<file path="src/rtl/reqgnt_server.sv">
// reqgnt_server: in-order request queue with age-forced grants.
// Oldest request is granted on svc_ready or once it is MAX_LAT cycles old.
module reqgnt_server #(
  parameter int DEPTH   = 8,
  parameter int MAX_LAT = 8,
  parameter int ID_W    = 4
) (
  input  logic                       clk,
  input  logic                       rst,
  input  logic                       req,
  input  logic [ID_W-1:0]            req_id,
  input  logic                       svc_ready,
  output logic                       gnt,
  output logic [ID_W-1:0]            gnt_id,
  output logic                       gnt_forced,
  output logic [$clog2(DEPTH+1)-1:0] outstanding,
  output logic                       full,
  output logic                       empty,
  output logic                       overflow
);
  localparam int CW = $clog2(DEPTH+1);
  localparam int TW = $clog2(MAX_LAT+1) + 1;
  localparam int PW = (DEPTH > 1) ? $clog2(DEPTH) : 1;

  logic [ID_W-1:0] id_mem    [DEPTH];
  logic [TW-1:0]   stamp_mem [DEPTH];
  logic [PW-1:0]   rd_ptr;
  logic [PW-1:0]   wr_ptr;
  logic [TW-1:0]   ts;
  logic [TW-1:0]   head_age;
  logic [CW-1:0]   cnt;
  logic            accept;

  function automatic logic [PW-1:0] inc_ptr(
    input logic [PW-1:0] p
  );
    return (p == PW'(DEPTH-1)) ? '0 : p + PW'(1);
  endfunction

  // Age wraps modulo 2^TW, which always exceeds MAX_LAT.
  always_comb begin
    full        = (cnt == CW'(DEPTH));
    empty       = (cnt == '0);
    head_age    = ts - stamp_mem[rd_ptr];
    gnt         = !rst && !empty &&
                  (svc_ready || head_age >= TW'(MAX_LAT));
    gnt_id      = id_mem[rd_ptr];
    gnt_forced  = gnt && !svc_ready;
    accept      = req && (!full || gnt);
    outstanding = cnt;
  end

  always_ff @(posedge clk) begin
    if (rst) begin
      rd_ptr   <= '0;
      wr_ptr   <= '0;
      cnt      <= '0;
      ts       <= '0;
      overflow <= 1'b0;
    end else begin
      ts <= ts + TW'(1);
      if (gnt)
        rd_ptr <= inc_ptr(rd_ptr);
      if (accept)
        wr_ptr <= inc_ptr(wr_ptr);
      if (req && !accept)
        overflow <= 1'b1;
      case ({accept, gnt})
        2'b10:   cnt <= cnt + CW'(1);
        2'b01:   cnt <= cnt - CW'(1);
        default: cnt <= cnt;
      endcase
    end
  end

  always_ff @(posedge clk) begin
    if (!rst && accept) begin
      id_mem[wr_ptr]    <= req_id;
      stamp_mem[wr_ptr] <= ts;
    end
  end

endmodule

</file>
<file path="config.mk">
export PLATFORM = sky130hd
export DESIGN_NAME = reqgnt_server
export DESIGN_NICKNAME = d
export VERILOG_FILES = /design/src/rtl/reqgnt_server.sv
export SDC_FILE = /design/constraint.sdc
export NUM_CORES = 1
export LEC_CHECK = 0
export BUFFER_PORTS_ARGS = -buffer_cell sky130_fd_sc_hd__buf_4
export CORE_UTILIZATION = 60
export DETAILED_ROUTE_END_ITERATION = 10
export PLACE_DENSITY = 0.79
export SLEW_MARGIN = 20
export SYNTH_ARGS = -nofsm -noshare
export SYNTH_HDL_FRONTEND = slang
export SYNTH_SLANG_ARGS = --single-unit
</file>
<file path="constraint.sdc">
create_clock -name clk -period 5.5 [get_ports clk]
set_input_delay 0 -clock clk [delete_from_list [all_inputs] [get_ports clk]]
set_output_delay 0 -clock clk [all_outputs]
set_load 0.02 [all_outputs]
</file>
# Word level (Yosys, flattened, before mapping)
# Memory sizes are Yosys's and may differ from the RTL's. A register that Yosys moved wholly into a read port is not among the register bits.
# Index checks and enable logic that the tools add are counted.
dict set report op_classes {
  n_addsub 6
  magnitude_cmp 1
  n_eq_ne 5
  mux 9
  n_reduce_logical 15
}
# op n
set op_table {}
lappend op_table {{two-way mux 3 bit} 6}
lappend op_table {{case mux 4 bit (2 select lines)} 1}
lappend op_table {{adder 3 x 1 -> 3 bit (second input constant)} 2}
lappend op_table {{== test 3 bit (second input constant)} 2}
lappend op_table {{logical AND 1 bit} 6}
lappend op_table {{adder 5 x 1 -> 5 bit (second input constant)} 1}
lappend op_table {{>= comparator 5 x 4 -> 1 bit (second input constant)} 1}
lappend op_table {{zero test 1 bit} 5}
lappend op_table {{subtractor 5 bit} 1}
lappend op_table {{adder 4 x 1 -> 4 bit (second input constant)} 1}
lappend op_table {{== test 4 bit (second input constant)} 1}
lappend op_table {{zero test 4 bit} 1}
lappend op_table {{subtractor 4 x 1 -> 4 bit (second input constant)} 1}
lappend op_table {{== test 2 x 1 -> 1 bit (second input constant)} 1}
lappend op_table {{== test 2 bit (second input constant)} 1}
lappend op_table {{logical OR 1 bit} 2}
lappend op_table {{two-way mux 1 bit} 2}
lappend op_table {{nonzero test 2 bit} 1}
dict set report word_totals {
  register_bits 16
  ramBits 72
  in_bits 8
  out_inout_bits 13
  wordCells 43
  memories 2
}
# name depth word_bits rd rd_clocked_by_memory_dff write_ports line
set memory_table {}
lappend memory_table {stamp_mem 8 5 1 1 1 26} ;# logic [TW-1:0] stamp_mem [DEPTH];
lappend memory_table {id_mem 8 4 1 1 1 25} ;# logic [ID_W-1:0] id_mem [DEPTH];

# Longest topological paths before layout
# Gate-level depths: netlist of the first run.
dict set report depth {
  word_depth 9
  depth_mapped 19
  depth_no_buf 16
}

# Worst setup path before layout of the first run
# Ideal clock, no wire load.
dict set report synth_path {
  path_type {register -> register}
  start {register (tool-made name)}
  end {register cnt[3], in the netlist outstanding[3]}
  setup_ns 0.123
  arrival_time_ns 4.540
  t_required_ns 5.377
  setup_slack_ns 0.836
  stages_incl_launch_ff 18
  n_path_buf 3
  synth_period_minus_slack_ns 4.664
  path_cell_list {dfxtp_1 > buf_6 > buf_1 > mux4_2 > mux2i_1 > ha_1 > nor2b_1 > o21a_1 > or3_1 > a211oi_2 > or3_1 > buf_2 > inv_1 > ha_1 > a21o_1 > a21oi_1 > mux2i_1 > mux2_1}
}
# item line
set synth_lines {}
lappend synth_lines {{end signal, assigned} 69} ;# 2'b10: cnt <= cnt + CW'(1);
lappend synth_lines {{end signal, assigned} 70} ;# 2'b01: cnt <= cnt - CW'(1);
lappend synth_lines {{end signal, assigned} 71} ;# default: cnt <= cnt;
lappend synth_lines {{end, declared} 31} ;# logic [CW-1:0] cnt;

==> results.py, run 1 <==
metrics = {
    "sta": {
        "fin_tns_setup_ns": 0,
        "clock.fmax_mhz": 225,
        "skew_ns": 0.00983,
        "slew_viol_final": 0,
        "setup_violations": 0,
        "rsz0062_at_grt": "false",
        "min_period_over_period_pct": 80.9,
        "min_period_ns": 4.45,
        "hold_violations": 0,
        "max-slew-margin-rel_pct": 53.6,
        "worst_pin_slew_ns": 0.691,
    },
    "floorplanning": {
        "io-pin-count": 21,
        "start_util_pct": 63.1,
        "rows": 28,
        "placeableCoreArea_um2": 6030,
        "dieArea_um2": 6660,
        "die-width_um": 81.6,
        "die-height_um": 81.6,
    },
    "worst_setup_path": {
        "critical-path-top-delay-family": "multiplexers",
        "cp-start-kind": "flop",
        "cp.buffers_inverters": 1,
        "critPathMaxStageDelay_ns": 0.61,
        "cp_data_required_time_ns": 5.74,
        "reg2reg_setup_slack_ns": 1.05,
        "rr_endpoint": "outstanding[3]",
        "cp_max_fo": 8,
        "reg2reg_depth": 14,
        "cp_cell_sequence": "mux4_2 > mux2i_1 > ha_1 > nor2b_1 > o21a_1 > or3_1 > a211oi_2 > or3_1 > inv_1 > ha_1 > a21o_1 > a21oi_1 > mux2i_1 > mux2_1",
        "end_kind": "flop",
        "cp_slowest_cell": "dfxtp_1",
        "crit_type": "flop to flop",
        "arrival_ns": 4.69,
    },
    "synth": {
        "synth_seq_cells": 91,
        "seq_area_frac_synth_pct": 66.8,
        "synth_cell_types": 39,
        "yosysTopAreaCellShare_pct": 56.8,
        "synth_area_leaders": "edfxtp_1 57%, dfxtp_1 10%, mux4_2 9.5%",
        "synth_cells": 229,
        "syn_area_um2": 3800,
        "ys_warn_count": 0,
        "syn-num-nets": 250,
        "synthArstFlopShare_pct": 0,
        "synth_edf_count": 72,
        "synth_flop_cell": "edfxtp_1",
        "synth_common_cells": "72 x edfxtp_1, 19 x dfxtp_1, 18 x nor2_1",
        "yosys.area.top_type": "edfxtp_1",
        "avgSynthCellArea_um2": 16.6,
        "yosysMostFrequentCell": "edfxtp_1",
    },
    "clock_tree": {
        "clock_latency_ns": 0.35,
        "postCtsSetupRepairBufs": 0,
        "clkTransAtPathRegs_ns": 0.08,
        "cts_made_buffers": 9,
        "cts_root_buffer": "clkbuf_8",
        "cts_tree": "yes",
        "clk_path_buf_depth": 2,
        "cts-resized-gates": 0,
        "cts.sinks": 91,
        "postCtsHoldBufs": 7,
        "h-tree-depth": 3,
    },
    "routing": {
        "post-route-drc-count": 0,
        "vias_per_cell": 5.70,
        "drtIter0Drc": 117,
        "via_count": 1985,
        "avgRoutedWirePerCell_um": 18.2,
        "ant_nets": 0,
        "firstDrtPassIters": 4,
        "routed_wl_mm": 6.32,
    },
    "min_path": {
        "whs_endpoint": "gnt_forced",
        "hp-class": "input port to output pin",
        "min_from": "svc_ready",
        "hold_depth": 3,
    },
    "final_layout": {
        "num-nets-final": 289,
        "syn_to_final_growth_pct": 16.1,
        "multi_input_area_um2": 1190,
        "utilization_pct": 73.3,
        "drive_gt1_share_pct": 27.1,
        "nFillCells": 370,
        "regArea_um2": 2540,
        "num_antenna_cells": 0,
    },
    "global_route": {
        "antenna_found_initial": 0,
        "grt_pass1_wl_mm": 9.94,
        "grt_max_degree": 26,
        "gr-total-overflow": 0,
        "grt_pass1_vias": 1961,
        "grt_usage_pct": 21.5,
    },
    "outcome": {
        "outcome": "finished clean",
    },
    "pwr": {
        "leakage_uw": 0.00161,
        "power.density_nw_per_um2": 444,
        "vdd_drop_max_mv": 0.322,
    },
    "place": {
        "hpwl_mm": 4.12,
        "gp_congestion": 0.772,
        "io_buffers": 20,
    },
    "job": {
        "drv_cap": 0,
    },
}
[power by group]
group / switching [uW] / internal [uW] / leakage, uW
clock: 223 / 318 / 0.000122
sequential: 59.7 / 800 / 0.000815
combinational: 279 / 280 / 0.000676
[layout make-up]
cell class	instances	share of cell area (%)
Inverter	10	0.850
Clock inverter	5	2.47
Multi-Input combinational cell	118	26.9
Sequential cell	91	57.6
Timing Repair Buffer	38	6.86
Clock buffer	11	3.20
Tap cell	75	2.13
[flip-flops by register name (all words and copies together), names as in the netlist, named ones only]
signal and flops:
id_mem 32, ts 5, outstanding 4, overflow 1, wr_ptr 3, rd_ptr 3, stamp_mem 40
[cell families after synthesis]
logic type / Yosys count / synth area share, %
adders and majority gates: 13 / 4.67
and+or+nand+nor: 48 / 6.28
AOI/OAI and AO/OA: 18 / 3.55
xor gates and xnor gates: 5 / 1.51
DFF: 91 / 66.8
buffers and inverters: 20 / 2.27
muxes: 34 / 14.9
[tightest hold or removal path, delay by kind of cell]
family / cells / cell delay (ns)
AND/OR/NAND/NOR: 1 / 0.04
buffers and inverters: 2 / 0.24
[worst max-delay path by stage]
stage / end / start / depth (start not counted) / slack (ns)
after floorplan: outstanding[3] / flop / 17 / 0.84
after global placement: outstanding[3] / flop / 14 / 1.16
after detailed placement: outstanding[3] / flop / 14 / 1.07
after CTS: outstanding[3] / flop / 14 / 1.02
after global routing: outstanding[3] / flop / 14 / 0.69
final: outstanding[3] / flop / 14 / 1.05
[per-stage QoR]
stage               area [um^2]  worst slack [ns]  power (uW)  hold WS (ns)  cells
CTS                        4410              1.02        1980         0.285    348
detailed placement         4090              1.07        1440         0.238    325
finish                     4410              1.05        1960         0.284    348
floorplan                  3800             0.836        1270        0.0798    229
global placement           4090              1.16        1410         0.236    325
global route               4410             0.694        2060         0.300    348
[cells in the final DEF, fill, tap and decap left out, types with 7 or more instances in the layout]
cell type and count:
ha_1 11, mux4_2 16, dlygate4sd3_1 7, mux2i_1 10, edfxtp_1 72, buf_4 31, clkbuf_8 10, dfxtp_1 19
nor2_1 18, inv_1 10
[layer usage]
| metal | part of all wire [%] | vias to the layer above | track usage [%] |
|---|---|---|---|
| met3 | 3.7 | 8 | 5.33 |
| met2 | 49 | 34 | 35.3 |
| li1 | - | 951 | - |
| met1 | 46 | 992 | 28.4 |
| met4 | 1.2 | 0 | 6.84 |
| met5 | 0 | - | 0 |
Power figures use the tool's default switching activity.
==> run 2, diff against run 1 <==
==> constraint.sdc (replaced) <==
create_clock -name clk -period 4.6 [get_ports clk]
set_input_delay 0 -clock clk [delete_from_list [all_inputs] [get_ports clk]]
set_output_delay 0 -clock clk [all_outputs]
set_load 0.02 [all_outputs]
==> results.py, run 2 (same netlist as run 1, synthesis figures left out) <==
metrics = {
    "outcome": {
        "outcome": "finished clean",
    },
    "sta": {
        "skew_ns": 0.0114,
        "hold_violations": 0,
        "min_period_over_period_pct": 90.1,
        "worst_pin_slew_ns": 0.471,
        "slew_viol_final": 0,
        "fin_tns_setup_ns": 0,
        "setup_violations": 0,
        "min_period_ns": 4.15,
        "max-slew-margin-rel_pct": 68.6,
        "rsz0062_at_grt": "false",
        "clock.fmax_mhz": 241,
    },
    "final_layout": {
        "largestRegisters": "stamp_mem x40, id_mem x32, ts x5",
        "largest_register_ff_count": 40,
        "syn_to_final_growth_pct": 15.0,
        "num_antenna_cells": 0,
        "final_cell_mix": "72 x edfxtp_1, 33 x buf_4, 18 x nor2_1, 18 x dfxtp_1, 16 x mux4_2",
        "drive_gt1_share_pct": 28.0,
        "regMostFlops": "stamp_mem",
        "nFillCells": 390,
        "num-nets-final": 291,
        "utilization_pct": 72.6,
        "final_common_cell": "edfxtp_1",
    },
    "floorplanning": {
        "io-pin-count": 21,
        "die-width_um": 81.6,
        "placeableCoreArea_um2": 6030,
        "die-height_um": 81.6,
        "dieArea_um2": 6660,
        "start_util_pct": 63.1,
        "rows": 28,
    },
    "clock_tree": {
        "h-tree-depth": 3,
        "clock_latency_ns": 0.35,
        "clk_path_buf_depth": 2,
        "cts_root_buffer": "clkbuf_8",
        "cts_tree": "yes",
        "cts.sinks": 91,
        "clkTransAtPathRegs_ns": 0.09,
        "cts_made_buffers": 9,
    },
    "worst_setup_path": {
        "end_kind": "flop",
        "crit_end": "outstanding[3]",
        "rr_endpoint": "outstanding[3]",
        "cp.buffers_inverters": 2,
        "cp_cell_sequence": "buf_4 > mux4_2 > mux2i_1 > ha_1 > a21oi_1 > xnor3_1 > a211oi_2 > or3_1 > inv_1 > ha_1 > a21o_1 > a21oi_1 > mux2i_1 > mux2_1",
        "cp_max_fo": 12,
        "cp-start-kind": "flop",
        "critPathMaxStageDelay_ns": 0.52,
        "crit_type": "flop to flop",
        "cp_slowest_cell": "mux4_2",
        "reg2reg_depth": 14,
        "cp_data_required_time_ns": 4.84,
        "cp_num_cells": 14,
        "arrival_ns": 4.39,
        "critical-path-top-delay-family": "multiplexers",
        "reg2reg_setup_slack_ns": 0.45,
    },
    "min_path": {
        "hp-class": "input port to output pin",
    },
    "pwr": {
        "pwr-share-comb_pct": 30.3,
        "leakage_uw": 0.00160,
        "swShare_pct": 30.4,
        "power.density_nw_per_um2": 509,
        "vdd_drop_max_mv": 0.401,
        "p_switching_uw": 677,
        "power_frac_clock_pct": 23.2,
        "intPower_uw": 1550,
        "seq_power_share_pct": 46.5,
    },
    "routing": {
        "firstDrtPassIters": 4,
        "drtIter0Drc": 67,
        "vias_per_cell": 5.63,
        "ant_nets": 0,
        "routed_wl_mm": 6.48,
        "avgRoutedWirePerCell_um": 18.5,
        "post-route-drc-count": 0,
        "via_count": 1972,
    },
    "place": {
        "gp_congestion": 0.723,
        "hpwl_mm": 4.17,
        "io_buffers": 20,
    },
    "global_route": {
        "grt_max_degree": 26,
        "grt_pass1_vias": 1952,
        "grt_pass1_wl_mm": 9.87,
        "grt_usage_pct": 21.7,
        "antenna_found_initial": 0,
        "gr-total-overflow": 0,
    },
    "job": {
        "drv_cap": 0,
    },
}
run 2: worst min path at each step:
stage                    from           end  slack (ns)  cells after the start
floorplan           svc_ready    gnt_forced        0.08                      1
detailed placement  req_id[1]  id_mem[3][1]        0.24                      1
global route        svc_ready    gnt_forced        0.29                      3
global placement    req_id[1]  id_mem[1][1]        0.23                      1
CTS                 svc_ready    gnt_forced        0.28                      3
finish              svc_ready    gnt_forced        0.28                      3
run 2: routing by layer:
layer | track usage (%) | wire length [um]
met1 | 28.4 | 2890
met2 | 35.2 | 3220
met3 | 4.44 | 210
met4 | 10.2 | 149
met5 | 0 | 0
run 2: final cells by class:
cell class	count	area [um^2]	share of cell area, %
flip-flops and latches	91	2540	58.2
clock buffers	10	128	2.92
multi-input cells	118	1190	27.2
clock inverters	6	65.1	1.49
repair buffers	40	318	7.27
well taps	75	93.8	2.15
inverters	10	37.5	0.858
run 2: power groups by stage:
stage	logic [uW]	registers [uW]	clock network, uW
finish	674	1030	517
global route	741	1050	557
CTS	683	1030	527
detailed placement	676	1050	0
global placement	654	1050	0
floorplan	488	1030	0
run 2: timing repair:
action / CTS / global route
setup endpoints to repair: 0 / 1
gates resized for setup: 0 / 1
endpoints found under the hold margin: 37 / 0
hold buffers: 7 / 0
setup buffers: 0 / 0
run 2: tightest hold or removal path, stage by stage:
cell and delay (ns):
buf_4 0.09, nor2_1 0.04, buf_4 0.14
run 2: through the flow:
stage | worst slack [ns] | instance area [um^2] | cells | power [uW] | hold WS (ns)
2_1_floorplan | 0.215 | 3800 | 229 | 1520 | 0.0798
3_3_place_gp | 0.408 | 4110 | 327 | 1700 | 0.233
3_5_place_dp | 0.232 | 4110 | 327 | 1730 | 0.239
4_1_cts | 0.233 | 4370 | 350 | 2240 | 0.280
5_1_grt | 0.159 | 4370 | 350 | 2340 | 0.288
6_report | 0.454 | 4370 | 350 | 2230 | 0.276
==> run 3, diff against run 2 <==
--- a/config.mk
+++ b/config.mk
@@ -6,9 +6,9 @@
 export NUM_CORES = 1
 export LEC_CHECK = 0
 export BUFFER_PORTS_ARGS = -buffer_cell sky130_fd_sc_hd__buf_4
-export CORE_UTILIZATION = 60
+export CAP_MARGIN = 20
+export CORE_UTILIZATION = 40
 export DETAILED_ROUTE_END_ITERATION = 10
-export PLACE_DENSITY = 0.79
 export SLEW_MARGIN = 20
 export SYNTH_ARGS = -nofsm -noshare
 export SYNTH_HDL_FRONTEND = slang
==> constraint.sdc (replaced) <==
create_clock -name clk -period 4.55 [get_ports clk]
set_input_delay 0 -clock clk [delete_from_list [all_inputs] [get_ports clk]]
set_output_delay 0 -clock clk [all_outputs]
set_load 0.02 [all_outputs]
==> results.py, run 3 (same netlist as run 1, synthesis figures left out) <==
metrics = {
    "final_layout": {
        "fin_cells": 407,
        "num-nets-final": 294,
        "num_antenna_cells": 0,
        "utilization_pct": 48.0,
        "drive_gt1_share_pct": 28.1,
        "final_common_cell": "edfxtp_1",
        "syn_to_final_growth_pct": 16.6,
        "largestRegisters": "stamp_mem x40, id_mem x32, ts x5",
        "final_cell_mix": "72 x edfxtp_1, 36 x buf_4, 19 x dfxtp_1",
        "regMostFlops": "stamp_mem",
        "largest_register_ff_count": 40,
    },
    "sta": {
        "worst_pin_slew_ns": 0.468,
        "slew_viol_final": 0,
        "rsz0062_at_grt": "false",
        "setup_violations": 0,
        "clock.fmax_mhz": 250,
        "fin_tns_setup_ns": 0,
        "max-slew-margin-rel_pct": 68.7,
        "min_period_over_period_pct": 87.7,
        "skew_ns": 0.0149,
        "hold_violations": 0,
        "hold_slack_ns": 0.275,
        "min_period_ns": 3.99,
    },
    "clock_tree": {
        "clkTransAtPathRegs_ns": 0.09,
        "cts_root_buffer": "clkbuf_8",
        "clk_path_buf_depth": 2,
        "cts-resized-gates": 0,
        "cts_tree": "yes",
        "h-tree-depth": 3,
        "postCtsSetupRepairBufs": 0,
        "cts_made_buffers": 9,
        "clock_latency_ns": 0.36,
        "postCtsHoldBufs": 7,
        "cts.sinks": 91,
    },
    "floorplanning": {
        "rows": 35,
        "dieArea_um2": 9900,
        "die-width_um": 99.5,
        "placeableCoreArea_um2": 9240,
        "start_util_pct": 41.2,
        "die-height_um": 99.5,
        "io-pin-count": 21,
    },
    "routing": {
        "firstDrtPassIters": 4,
        "wl_met1_mm": 3.23,
        "wl_met3_um": 118,
        "routed_wl_mm": 6.84,
        "post-route-drc-count": 0,
        "via_count": 2008,
        "wl_met2_mm": 3.35,
        "vias_per_cell": 4.93,
        "top_layer": "met4",
        "drtIter0Drc": 75,
        "avgRoutedWirePerCell_um": 16.8,
        "ant_nets": 0,
    },
    "pwr": {
        "leakage_uw": 0.00160,
        "power_frac_clock_pct": 21.5,
        "swShare_pct": 31.4,
        "intPower_uw": 1510,
        "power.density_nw_per_um2": 497,
        "pwr-share-comb_pct": 31.3,
        "vdd_drop_max_mv": 0.378,
        "seq_power_share_pct": 47.2,
        "p_switching_uw": 691,
    },
    "global_route": {
        "grt_pass1_vias": 2040,
        "grt_max_degree": 26,
        "antenna_found_initial": 0,
        "grt_usage_pct": 15.2,
        "gr-total-overflow": 0,
        "grt_pass1_wl_mm": 10.7,
    },
    "worst_setup_path": {
        "rr_endpoint": "outstanding[3]",
        "crit_end": "outstanding[3]",
        "crit_type": "flop to flop",
        "arrival_ns": 4.25,
        "cp_max_fo": 6,
        "cp-start-kind": "flop",
        "reg2reg_depth": 14,
        "end_kind": "flop",
        "cp_data_required_time_ns": 4.81,
        "reg2reg_setup_slack_ns": 0.56,
    },
    "place": {
        "gp_congestion": 0.749,
        "io_buffers": 20,
        "dp_cells": 384,
        "hpwl_mm": 4.42,
    },
    "job": {
        "drv_cap": 0,
    },
    "outcome": {
        "outcome": "finished clean",
    },
    "min_path": {
        "hp-class": "input port to output pin",
    },
}
-- run 3: final cells by class --
type	instances	area, um^2
Tap cell	129	161
Sequential cell	91	2540
Inverter	10	37.5
Clock inverter	6	40.0
Fill cell	792	4800
Clock buffer	10	128
Multi-Input combinational cell	118	1190
Timing Repair Buffer	43	340
-- run 3: power groups by stage --
stage | Clock [uW] | Combinational, uW | Sequential (uW)
after global routing | 521 | 756 | 1050
after global placement | 0 | 681 | 1060
after floorplan | 0 | 493 | 1040
after detailed placement | 0 | 691 | 1060
final | 474 | 689 | 1040
after CTS | 490 | 699 | 1040
-- run 3: layer usage --
layer,up-vias,track usage (%)
met3,11,2.74
met1,1016,19.7
li1,962,-
met5,-,0
met2,19,24.4
met4,0,8.37
-- run 3: worst min-delay path by stage --
stage,endpoint,cells past startpoint,start,slack (ns)
after CTS,gnt_forced,3,svc_ready,0.28
after floorplan,gnt_forced,1,svc_ready,0.08
after global placement,id_mem[6][3],1,req_id[3],0.24
after global routing,gnt_forced,3,svc_ready,0.30
final,gnt_forced,3,svc_ready,0.28
after detailed placement,id_mem[0][0],1,req_id[0],0.24
-- run 3: critical path: stages (launching register included) --
cell and delay, ns:
dfxtp_1 0.54, mux4_2 0.55, mux2i_1 0.29, ha_1 0.29, nor2b_1 0.13, o21a_1 0.17
or3_1 0.32, a211oi_2 0.26, or3_1 0.15, inv_1 0.06, ha_1 0.27, a21o_1 0.18
a21oi_1 0.16, mux2i_1 0.21, mux2_1 0.33
-- run 3: per-stage QoR --
| step | area (um^2) | setup WS [ns] | total power, uW |
|---|---|---|---|
| after floorplan | 3800 | 0.165 | 1540 |
| after global placement | 4200 | 0.601 | 1740 |
| after detailed placement | 4200 | 0.515 | 1750 |
| after CTS | 4440 | 0.519 | 2230 |
| after global routing | 4440 | 0.284 | 2330 |
| final | 4440 | 0.558 | 2200 |
